<file path="config.mk">
export PLATFORM = sky130hd
export DESIGN_NAME = l1_clreq_arb
export DESIGN_NICKNAME = d
export VERILOG_FILES = /design/src/rtl/l1_clreq_arb.sv
export SDC_FILE = /design/constraint.sdc
export NUM_CORES = 2
export LEC_CHECK = 0
export CAP_MARGIN = 30
export CORE_ASPECT_RATIO = 1.4
export CORE_MARGIN = 1.5
export CORE_UTILIZATION = 25
export DETAILED_ROUTE_END_ITERATION = 12
export DONT_BUFFER_PORTS = 1
export PLACE_DENSITY = 0.42
export SYNTH_ARGS = -nofsm -noshare
export SYNTH_HDL_FRONTEND = slang
export SYNTH_SLANG_ARGS = --single-unit
</file>
<file path="constraint.sdc">
create_clock -name clk -period 8.1 [get_ports clk]
set_input_delay 1.215 -clock clk [delete_from_list [all_inputs] [get_ports clk]]
set_output_delay 1.215 -clock clk [all_outputs]
set_load 0.05 [all_outputs]
</file>
<file path="src/rtl/l1_clreq_arb.sv">
// l1_clreq_arb: cacheline request arbiter between the per-stream L1 pointers and L2.
//
// Each stream keeps its next line address (ea), lines left to request (rem),
// next L1 slot (wclid) and a count of L2 reads still in flight. Streams that
// are requesting are served round-robin. Each grant takes the lowest free tag
// and issues one tagged L2 read. L2 responses look up the tag and return a
// one-cycle one-hot pulse, plus the L1 slot, to the stream that owns the tag.
//
// Ports:
//   clk, reset                   clock, asynchronous active-low reset
//   i_start_v/_r, i_start_*      start a stream (accepted only when it is idle)
//   i_clreq_v/_r [nstreams]      per-stream line request / grant
//   o_l2req_v/_r, _ea, _tag      registered L2 read request
//   i_l2rsp_v, i_l2rsp_tag       L2 response (always accepted)
//   o_clrsp_v, o_clrsp_clid      one-hot response pulse and L1 slot
//   o_end [nstreams]             stream has no lines left to request
//   o_err                        sticky: a response arrived on a free tag
//   o_perf_req, o_perf_stall     saturating counters
//
// Optional feature: define CLREQ_ARB_PERF_EN to build the performance counters.
// When it is undefined, both perf outputs are tied to zero.
module l1_clreq_arb #(
  parameter int unsigned nstreams   = 8,
  parameter int unsigned ncl        = 16,
  parameter int unsigned clid_width = $clog2(ncl),
  parameter int unsigned sid_width  = $clog2(nstreams),
  parameter int unsigned addr_width = 58,
  parameter int unsigned len_width  = 16,
  parameter int unsigned ntags      = 16,
  parameter int unsigned tag_width  = $clog2(ntags)
) (
  input  logic                  clk,
  input  logic                  reset,
  input  logic                  i_start_v,
  output logic                  i_start_r,
  input  logic [sid_width-1:0]  i_start_sid,
  input  logic [addr_width-1:0] i_start_ea,
  input  logic [len_width-1:0]  i_start_len,
  input  logic [clid_width-1:0] i_start_clid,
  input  logic [nstreams-1:0]   i_clreq_v,
  output logic [nstreams-1:0]   i_clreq_r,
  output logic                  o_l2req_v,
  input  logic                  o_l2req_r,
  output logic [addr_width-1:0] o_l2req_ea,
  output logic [tag_width-1:0]  o_l2req_tag,
  input  logic                  i_l2rsp_v,
  input  logic [tag_width-1:0]  i_l2rsp_tag,
  output logic [nstreams-1:0]   o_clrsp_v,
  output logic [clid_width-1:0] o_clrsp_clid,
  output logic [nstreams-1:0]   o_end,
  output logic                  o_err,
  output logic [31:0]           o_perf_req,
  output logic [31:0]           o_perf_stall
);

  typedef enum logic [1:0] {StIdle, StActive, StDrain} st_e;

  // Per-stream state
  st_e                  st_q    [nstreams];
  st_e                  st_d    [nstreams];
  logic [addr_width-1:0] ea_q   [nstreams];
  logic [addr_width-1:0] ea_d   [nstreams];
  logic [len_width-1:0]  rem_q  [nstreams];
  logic [len_width-1:0]  rem_d  [nstreams];
  logic [clid_width-1:0] wclid_q[nstreams];
  logic [clid_width-1:0] wclid_d[nstreams];
  logic [tag_width:0]    outst_q[nstreams];
  logic [tag_width:0]    outst_d[nstreams];

  // Tag table
  logic [ntags-1:0]      tag_v_q;
  logic [ntags-1:0]      tag_v_d;
  logic [sid_width-1:0]  tag_sid_q [ntags];
  logic [clid_width-1:0] tag_clid_q[ntags];

  // Output request register, response register, arbitration pointer
  logic                  l2req_v_q;
  logic [addr_width-1:0] l2req_ea_q;
  logic [tag_width-1:0]  l2req_tag_q;
  logic [nstreams-1:0]   clrsp_v_q;
  logic [clid_width-1:0] clrsp_clid_q;
  logic                  err_q;
  logic [sid_width-1:0]  last_q;

  logic [nstreams-1:0]   eligible;
  logic                  tag_free_any;
  logic [tag_width-1:0]  free_tag;
  logic                  out_ready;
  logic                  gnt_found;
  logic [sid_width-1:0]  gnt_sid;
  logic                  gnt_v;
  logic                  rsp_hit;
  logic                  rsp_miss;
  logic [sid_width-1:0]  rsp_sid;

  // Stream index i positions after base, wrapping at nstreams.
  function automatic logic [sid_width-1:0] rr_idx(input logic [sid_width-1:0] base,
                                                  input int unsigned i);
    int unsigned sum;
    sum = (int'(base) + i) % nstreams;
    return sid_width'(sum);
  endfunction

  always_comb begin
    for (int s = 0; s < nstreams; s++) begin
      eligible[s] = i_clreq_v[s] && (st_q[s] == StActive) && (rem_q[s] != '0);
      o_end[s]    = (rem_q[s] == '0);
    end
  end

  // Lowest free tag wins: scan from the top so the last hit is the lowest index.
  always_comb begin
    tag_free_any = 1'b0;
    free_tag     = '0;
    for (int t = ntags - 1; t >= 0; t--) begin
      if (!tag_v_q[t]) begin
        tag_free_any = 1'b1;
        free_tag     = tag_width'(t);
      end
    end
  end

  // Round-robin search starting one past the last granted stream.
  always_comb begin
    gnt_found = 1'b0;
    gnt_sid   = '0;
    for (int unsigned i = 1; i <= nstreams; i++) begin
      if (!gnt_found && eligible[rr_idx(last_q, i)]) begin
        gnt_found = 1'b1;
        gnt_sid   = rr_idx(last_q, i);
      end
    end
  end

  assign out_ready = !l2req_v_q || o_l2req_r;
  assign gnt_v     = gnt_found && tag_free_any && out_ready;

  always_comb begin
    i_clreq_r = '0;
    if (gnt_v) i_clreq_r[gnt_sid] = 1'b1;
  end

  assign rsp_hit  = i_l2rsp_v && tag_v_q[i_l2rsp_tag];
  assign rsp_miss = i_l2rsp_v && !tag_v_q[i_l2rsp_tag];
  assign rsp_sid  = tag_sid_q[i_l2rsp_tag];

  assign i_start_r = (st_q[i_start_sid] == StIdle);

  // Per-stream next state
  always_comb begin
    st_d    = st_q;
    ea_d    = ea_q;
    rem_d   = rem_q;
    wclid_d = wclid_q;
    outst_d = outst_q;
    for (int s = 0; s < nstreams; s++) begin
      unique case (st_q[s])
        StIdle: begin
          if (i_start_v && (i_start_sid == sid_width'(s)) && (i_start_len != '0)) begin
            st_d[s]    = StActive;
            ea_d[s]    = i_start_ea;
            rem_d[s]   = i_start_len;
            wclid_d[s] = i_start_clid;
          end
        end
        StActive: if (rem_q[s] == '0) st_d[s] = StDrain;
        StDrain:  if (outst_q[s] == '0) st_d[s] = StIdle;
        default:  st_d[s] = StIdle;
      endcase

      // A grant only ever targets an ACTIVE stream, so it never meets a start.
      if (gnt_v && (gnt_sid == sid_width'(s))) begin
        ea_d[s]    = ea_q[s] + 1'b1;
        rem_d[s]   = rem_q[s] - 1'b1;
        wclid_d[s] = (wclid_q[s] == clid_width'(ncl - 1)) ? '0 : wclid_q[s] + 1'b1;
      end

      // Grant and response on the same stream cancel out.
      if ((gnt_v && (gnt_sid == sid_width'(s))) && !(rsp_hit && (rsp_sid == sid_width'(s)))) begin
        outst_d[s] = outst_q[s] + 1'b1;
      end else if (!(gnt_v && (gnt_sid == sid_width'(s))) &&
                   (rsp_hit && (rsp_sid == sid_width'(s)))) begin
        outst_d[s] = outst_q[s] - 1'b1;
      end
    end
  end

  // A responding tag is valid and the granted tag is free, so they never collide.
  always_comb begin
    tag_v_d = tag_v_q;
    if (rsp_hit) tag_v_d[i_l2rsp_tag] = 1'b0;
    if (gnt_v)   tag_v_d[free_tag]    = 1'b1;
  end

  always_ff @(posedge clk or negedge reset) begin
    if (!reset) begin
      for (int s = 0; s < nstreams; s++) begin
        st_q[s]    <= StIdle;
        ea_q[s]    <= '0;
        rem_q[s]   <= '0;
        wclid_q[s] <= '0;
        outst_q[s] <= '0;
      end
      for (int t = 0; t < ntags; t++) begin
        tag_sid_q[t]  <= '0;
        tag_clid_q[t] <= '0;
      end
      tag_v_q      <= '0;
      l2req_v_q    <= 1'b0;
      l2req_ea_q   <= '0;
      l2req_tag_q  <= '0;
      clrsp_v_q    <= '0;
      clrsp_clid_q <= '0;
      err_q        <= 1'b0;
      // First search after reset starts at stream 0.
      last_q       <= sid_width'(nstreams - 1);
    end else begin
      st_q    <= st_d;
      ea_q    <= ea_d;
      rem_q   <= rem_d;
      wclid_q <= wclid_d;
      outst_q <= outst_d;
      tag_v_q <= tag_v_d;

      if (gnt_v) begin
        tag_sid_q[free_tag]  <= gnt_sid;
        tag_clid_q[free_tag] <= wclid_q[gnt_sid];
        l2req_v_q            <= 1'b1;
        l2req_ea_q           <= ea_q[gnt_sid];
        l2req_tag_q          <= free_tag;
        last_q               <= gnt_sid;
      end else if (o_l2req_r) begin
        l2req_v_q <= 1'b0;
      end

      clrsp_v_q <= '0;
      if (rsp_hit) begin
        clrsp_v_q[rsp_sid] <= 1'b1;
        clrsp_clid_q       <= tag_clid_q[i_l2rsp_tag];
      end

      if (rsp_miss) err_q <= 1'b1;
    end
  end

  assign o_l2req_v    = l2req_v_q;
  assign o_l2req_ea   = l2req_ea_q;
  assign o_l2req_tag  = l2req_tag_q;
  assign o_clrsp_v    = clrsp_v_q;
  assign o_clrsp_clid = clrsp_clid_q;
  assign o_err        = err_q;

`ifdef CLREQ_ARB_PERF_EN
  logic [31:0] perf_req_q;
  logic [31:0] perf_stall_q;
  logic        stall_cond;

  assign stall_cond = (|eligible) && !tag_free_any;

  always_ff @(posedge clk or negedge reset) begin
    if (!reset) begin
      perf_req_q   <= '0;
      perf_stall_q <= '0;
    end else begin
      if (l2req_v_q && o_l2req_r && (perf_req_q != '1)) perf_req_q <= perf_req_q + 1'b1;
      if (stall_cond && (perf_stall_q != '1)) perf_stall_q <= perf_stall_q + 1'b1;
    end
  end

  assign o_perf_req   = perf_req_q;
  assign o_perf_stall = perf_stall_q;
`else
  assign o_perf_req   = '0;
  assign o_perf_stall = '0;
`endif

endmodule
</file>
Word level (Yosys, flattened, before mapping)
Index checks and enable logic that the tools add are counted.

$add $sub $neg: 48. $lt $le $gt $ge: 21. Equality and inequality tests: 69. Muxes and demuxes: 229. Bitwise logic cells: 7. Reduce and logical (&&, ||, !) cells: 184.

Operator list (number): 2-to-1 mux 58 bit (26); adder 58 x 1 -> 58 bit (second input constant) (8); 2-to-1 mux 16 bit (26); 2-to-1 mux 4 bit (53); binary-select mux 58 bit (select 3 bit) (1); nonzero test 16 bit (9); logical NOT 16 bit (8); subtractor 16 x 1 -> 16 bit (second input constant) (8); logical AND 1 bit (80); 2-to-1 mux 5 bit (16); bitwise mux 64 bit (1); 2-to-1 mux 2 bit (26); nonzero test 2 bit (25); bitwise mux 48 bit (1); inequality test 2 bit (second input constant) (24); case mux 2 bit (3 select lines) (8); adder 5 x 1 -> 5 bit (second input constant) (8); logical NOT 5 bit (8); less-than comparator 3 x 4 -> 1 bit (second input constant) (10); subtractor 5 x 1 -> 5 bit (second input constant) (8); 2-to-1 mux 1 bit (39); == test 3 bit (second input constant) (12); 2-to-1 mux 3 bit (11); adder 4 x 1 -> 4 bit (second input constant) (8); other kinds (36) (134).

Register bits after elaboration: 887. Output and inout port bits: 157. Logic and storage cells: 638.

Logic depth before layout (Yosys ltp)
Depth after elaboration: 34. Gate-level depth with buffers: 27. Gate-level depth less buffers: 21.

Least setup slack after synthesis
Ideal clock, no wire load.

Path kind: register to register. From: register rem_q[16] in the netlist's numbering. To: register outst_q[14] in the netlist's numbering. Arrival: 5.647 ns. Data required time: 7.975 ns. Setup slack: 2.328 ns. Cell stages (with the launch flop): 25. Clock period less this slack: 5.772 ns. Cells stage by stage: dfrtp_1 > inv_1 > ha_1 > or4b_1 > clkbuf_1 > or4_4 > a21oi_1 > a211oi_1 > a222oi_1 > mux2_2 > a32oi_1 > o21ai_1 > a211oi_2 > nand2_1 > inv_1 > buf_2 > buf_4 > ha_1 > inv_1 > fa_1 > a21o_1 > a21oi_1 > xnor2_1 > nor2_1 > xor2_1.

Cells in the longest elaborated chain, start to end: 32. Elaborated cells between the ends (all ways): 57.

RTL lines: from (decl) (line 63) `logic [len_width-1:0] rem_q [nstreams];`; from (signal assigned) (line 220) `rem_q <= rem_d;`; nonzero test 16 bit (*) (line 106) `eligible[s] = i_clreq_v[s] && (st_q[s] == StActive) && (rem_q[s] != '0);`; logical AND 1 bit (*) (line 106); branches (longest 26 deep; another with binary-select mux 1 bit (select 3 bit)); logical AND 1 bit (*) (line 179, 181); logical NOT 1 bit (line 181) `end else if (!(gnt_v && (gnt_sid == sid_width'(s))) &&`; logical AND 1 bit (line 181); nonzero test 2 bit (no line); to (signal assigned) (line 222) `outst_q <= outst_d;`; to (decl) (line 67) `logic [tag_width:0] outst_q[nstreams];`.

Mark *: on every way between the ends. The select of a mux whose other input is x is not followed. A chain may end at the register's enable or synchronous reset.

Worst setup path after layout
From: register last_q[0]. To: output port i_clreq_r[3].

Cells in the longest elaborated chain, start to end: 30. Elaborated cells between the ends (all ways): 62.

RTL lines: from (decl) (line 83) `logic [sid_width-1:0] last_q;`; from (signal assigned) (line 216) `last_q <= sid_width'(nstreams - 1);`; from (signal assigned) (line 231) `last_q <= gnt_sid;`; adder 3 x 1 -> 3 bit (line 100) `sum = (int'(base) + i) % nstreams;`; binary-select mux 1 bit (select 3 bit) (line 128) `if (!gnt_found && eligible[rr_idx(last_q, i)]) begin`; 2-to-1 mux 1 bit (not written as such) (line 128); 2-to-1 mux 1 bit (line 128); logical NOT 1 bit (line 128); logical AND 1 bit (line 128); 2-to-1 mux 1 bit (line 128); logical NOT 1 bit (line 128); [14 not listed]; logical NOT 1 bit (line 128); logical AND 1 bit (line 128); 2-to-1 mux 3 bit (line 128); less-than comparator 3 x 4 -> 1 bit (not written as such) / greater-or-equal comparator 3 x 1 -> 1 bit (equally long branches) (line 140) `if (gnt_v) i_clreq_r[gnt_sid] = 1'b1;`; logical AND 1 bit (not written as such) (line 140); 2-to-1 mux 1 bit (not written as such) (line 140); demux 1 bit (select 3 bit) (line 140); 2-to-1 mux 8 bit (*) (line 140); to (decl) (line 41) `output logic [nstreams-1:0] i_clreq_r,`.

Every way passes the cells marked *; elsewhere a longest branch is shown, timed or not. The select of a mux whose other input is x is not followed.

==> results.py <==
metrics = {
    "status": {
        "status": "complete, no violations",
    },
    "route": {
        "ant_nets": 0,
        "drt_iter0_drc": 4369,
        "post-route-drc-count": 0,
        "dr_total_vias": 51290,
        "drt-pass1-iter-count": 5,
        "via_per_inst": 5.732,
        "routedWlPerCell_um": 29.39,
        "wl_mm": 263.0,
    },
    "floorplanning": {
        "coreArea_um2": 216900,
        "num_rows": 202,
        "ios": 255,
        "die-area_um2": 221400,
        "start_util": 0.2520,
        "die_y_um": 556.2,
        "die_w_um": 398.1,
    },
    "grt": {
        "antenna_found_initial": 12,
        "grt_usage": 0.2315,
        "grt-ovfl-total": 0,
        "grt_pass1_wl_mm": 375.0,
        "busiest_layer": "met2",
        "use_met3": 0.05183,
        "grt_max_degree": 213,
        "grt.met1_usage": 0.2519,
        "grtUsageMet2": 0.3936,
        "grt_pass1_vias": 50630,
    },
    "pwr": {
        "power-per-cell-area_nw_per_um2": 491.1,
        "p_sw_mw": 16.56,
        "intPower_mw": 13.77,
        "power.clock.fraction": 0.178,
        "peakVddDrop_mv": 0.6109,
        "p_leak_nw": 24.48,
        "pwr-share-comb": 0.580,
        "switching_share": 0.5459,
        "seqPwrFrac": 0.242,
    },
    "clock_tree": {
        "htree_levels": 3,
        "clk_latency_ps": 800,
        "cts-root-buf": "clkbuf_16",
        "cts_tree": "built",
        "cts_made_buffers": 112,
        "hold_buffers": 0,
        "ctsResizeCount": 0,
        "cts.clk_slew.worst_paths_ps": 60,
        "clockBufferDepth": 3,
        "clock_sinks": 887,
        "cts_setup_buffers": 0,
    },
    "layout": {
        "fillers": 23120,
        "multi_input_area_um2": 29860,
        "drive_above_1_share": 0.1145,
        "ff_latch_area_um2": 22200,
        "area_growth_pct": 13.02,
        "fin_nets": 6149,
        "fin_util": 0.2848,
    },
    "place": {
        "gp_congestion": 0.9192,
        "dpl.hpwl_mm": 189.5,
        "port_buffers": 0,
    },
    "logic_synthesis": {
        "ys_seq_area_frac": 0.4063,
        "netlist_instances": 6193,
        "synthesis.area_um2": 54640,
        "synth_top_area_cell": "dfrtp_1",
        "yosysMostFrequentCell": "dfrtp_1",
        "synthTopCellsByCount": "dfrtp_1 (884), nand2_1 (687), o21ai_0 (468)",
        "ys_top_cells_by_area": "dfrtp_1 (40%), nand2_1 (4.7%), o21ai_0 (4.3%), a221o_1 (3.8%), nand3_1 (3.0%)",
        "ys_warn_count": 0,
        "synth_flop_cell": "dfrtp_1",
        "synth-edff-count": 0,
        "synthArstFlopShare": 1.000,
        "syn_area_per_cell_um2": 8.824,
        "synth_cell_types": 101,
        "synth_seq_cells": 887,
        "synth_top_area_frac": 0.4048,
    },
    "worst_setup_path": {
        "path_delay_family": "simple AND/OR/NAND/NOR gates",
        "critical_path.max_stage_delay_ps": 860,
        "r2r-start": "last_q[0]",
        "cp.required_ps": 6880,
        "crit_buf_inv": 3,
        "path_cells": "inv_1 > ha_1 > clkinv_1 > mux4_2 > mux2i_1 > nor3_2 > and2_1 > a211o_4 > nor4_4 > nand2_4 > inv_2",
        "startpoint": "last_q[0]",
        "worstPathMaxFanout": 26,
        "crit_type": "flip-flop to output port",
        "cp.arrival_ps": 6400,
        "crit_slowest_cell": "dfstp_2",
        "crit_path_end_kind": "output port",
        "start_kind": "flip-flop",
    },
    "sta": {
        "fin_crit_sh": 0.9398,
        "slew_headroom": 0.06877,
        "fin_setup_tns_ps": 0,
        "rsz0062_at_grt": "no",
        "hold_violations": 0,
        "worst_pin_slew_ps": 1397,
        "fin_crit_ps": 7612,
        "fmax_ghz": 0.1314,
        "setup_violations": 0,
        "skew_ps": 59.74,
        "drv_slew": 0,
    },
    "job": {
        "max_cap_violations": 0,
    },
    "min_path": {
        "hp-class": "input pin to async pin",
    },
}
-- logic make-up after synthesis --
| group | Yosys count | synth area share |
|---|---|---|
| AOI/OAI and AO/OA | 1928 | 0.2505 |
| and+or+nand+nor | 2270 | 0.2033 |
| adders and majority gates | 67 | 0.01644 |
| muxes | 246 | 0.05802 |
| buffers and inverters | 752 | 0.05871 |
| other | 1 | 0.00006862 |
| xor gates and xnor gates | 42 | 0.006732 |
| DFF | 887 | 0.4063 |
-- metrics by stage --
stage | std cells | total power [mW] | hold slack [ps] | setup WS (ps) | area (um2)
global placement | 8718 | 24.61 | 456.4 | 1220 | 57720
floorplan | 6256 | 17.31 | 442.5 | 2328 | 54880
finish | 8948 | 30.33 | 164.4 | 487.7 | 61760
global route | 8941 | 31.70 | 140.9 | 78.36 | 61740
detailed placement | 8724 | 24.80 | 462.7 | 1248 | 57820
CTS | 8934 | 30.28 | 101.5 | 419.8 | 61700
-- per-layer routing --
layer	part of all wire	wire length (um)	vias up
li1	-	-	22840
met1	0.36	95760	26020
met2	0.49	128100	1797
met3	0.068	17900	624
met4	0.081	21250	6
met5	0.00013	34	-
-- state kept, by name, summed over array words and instances, names as in the netlist, 32 cells and up --
signal      count
ea_q          464
outst_q        40
rem_q         128
o_l2req_ea     58
tag_sid_q      48
wclid_q        32
tag_clid_q     64
-- placed cells by master, fill, tap and decap left out, drive strengths merged, types with 19 or more instances in the layout --
cell type and instances:
a311oi 19, inv 217, mux4 44, nor4 104
and2 39, mux2i 76, o21a 48, and3 170
clkbuf 151, or4 23, a22oi 81, o211ai 99
a21oi 328, a31oi 23, nor3 208, xnor2 25
mux2 126, o31ai 24, nor2 378, conb 64
nand2b 27, dfrtp 884, a21o 123, ha 59
o32ai 20, o221a 63, a221o 209, a221oi 63
a211oi 45, o2bb2ai 55, or3 66, nand4 102
clkinv 43, o22ai 56, o311ai 50, nor3b 67
o21ai 479, nand3 330, nand2 688, buf 150
-- power by group through the flow --
stage / Sequential (mW) / Clock (mW) / Combinational (mW)
2_1_floorplan: 6.80 / 0 / 10.5
3_3_place_gp: 7.36 / 0 / 17.3
3_5_place_dp: 7.37 / 0 / 17.4
4_1_cts: 7.31 / 5.51 / 17.5
5_1_grt: 7.51 / 5.67 / 18.5
6_report: 7.34 / 5.39 / 17.6
-- cell type report --
cell class / instances / share of cell area
repair buffers: 150 / 0.02269
multi-input cells: 4617 / 0.4835
clock inverters: 59 / 0.01122
inverters: 216 / 0.01315
clock buffers: 151 / 0.05164
well taps: 2856 / 0.05786
diodes: 12 / 0.0004862
flip-flops and latches: 887 / 0.3595
-- final timing paths --
kind,end,slack (ps),depth (start not counted)
setup / recovery,i_clreq_r[3],490,11
hold / removal,outst_q[6],160,0
setup reg to reg,outst_q[39],1220,19
hold reg to reg,outst_q[39],470,1
max in group asynchronous,ea_q[1],4750,3
min in group clk,outst_q[39],470,1
Power figures use the tool's default switching activity.
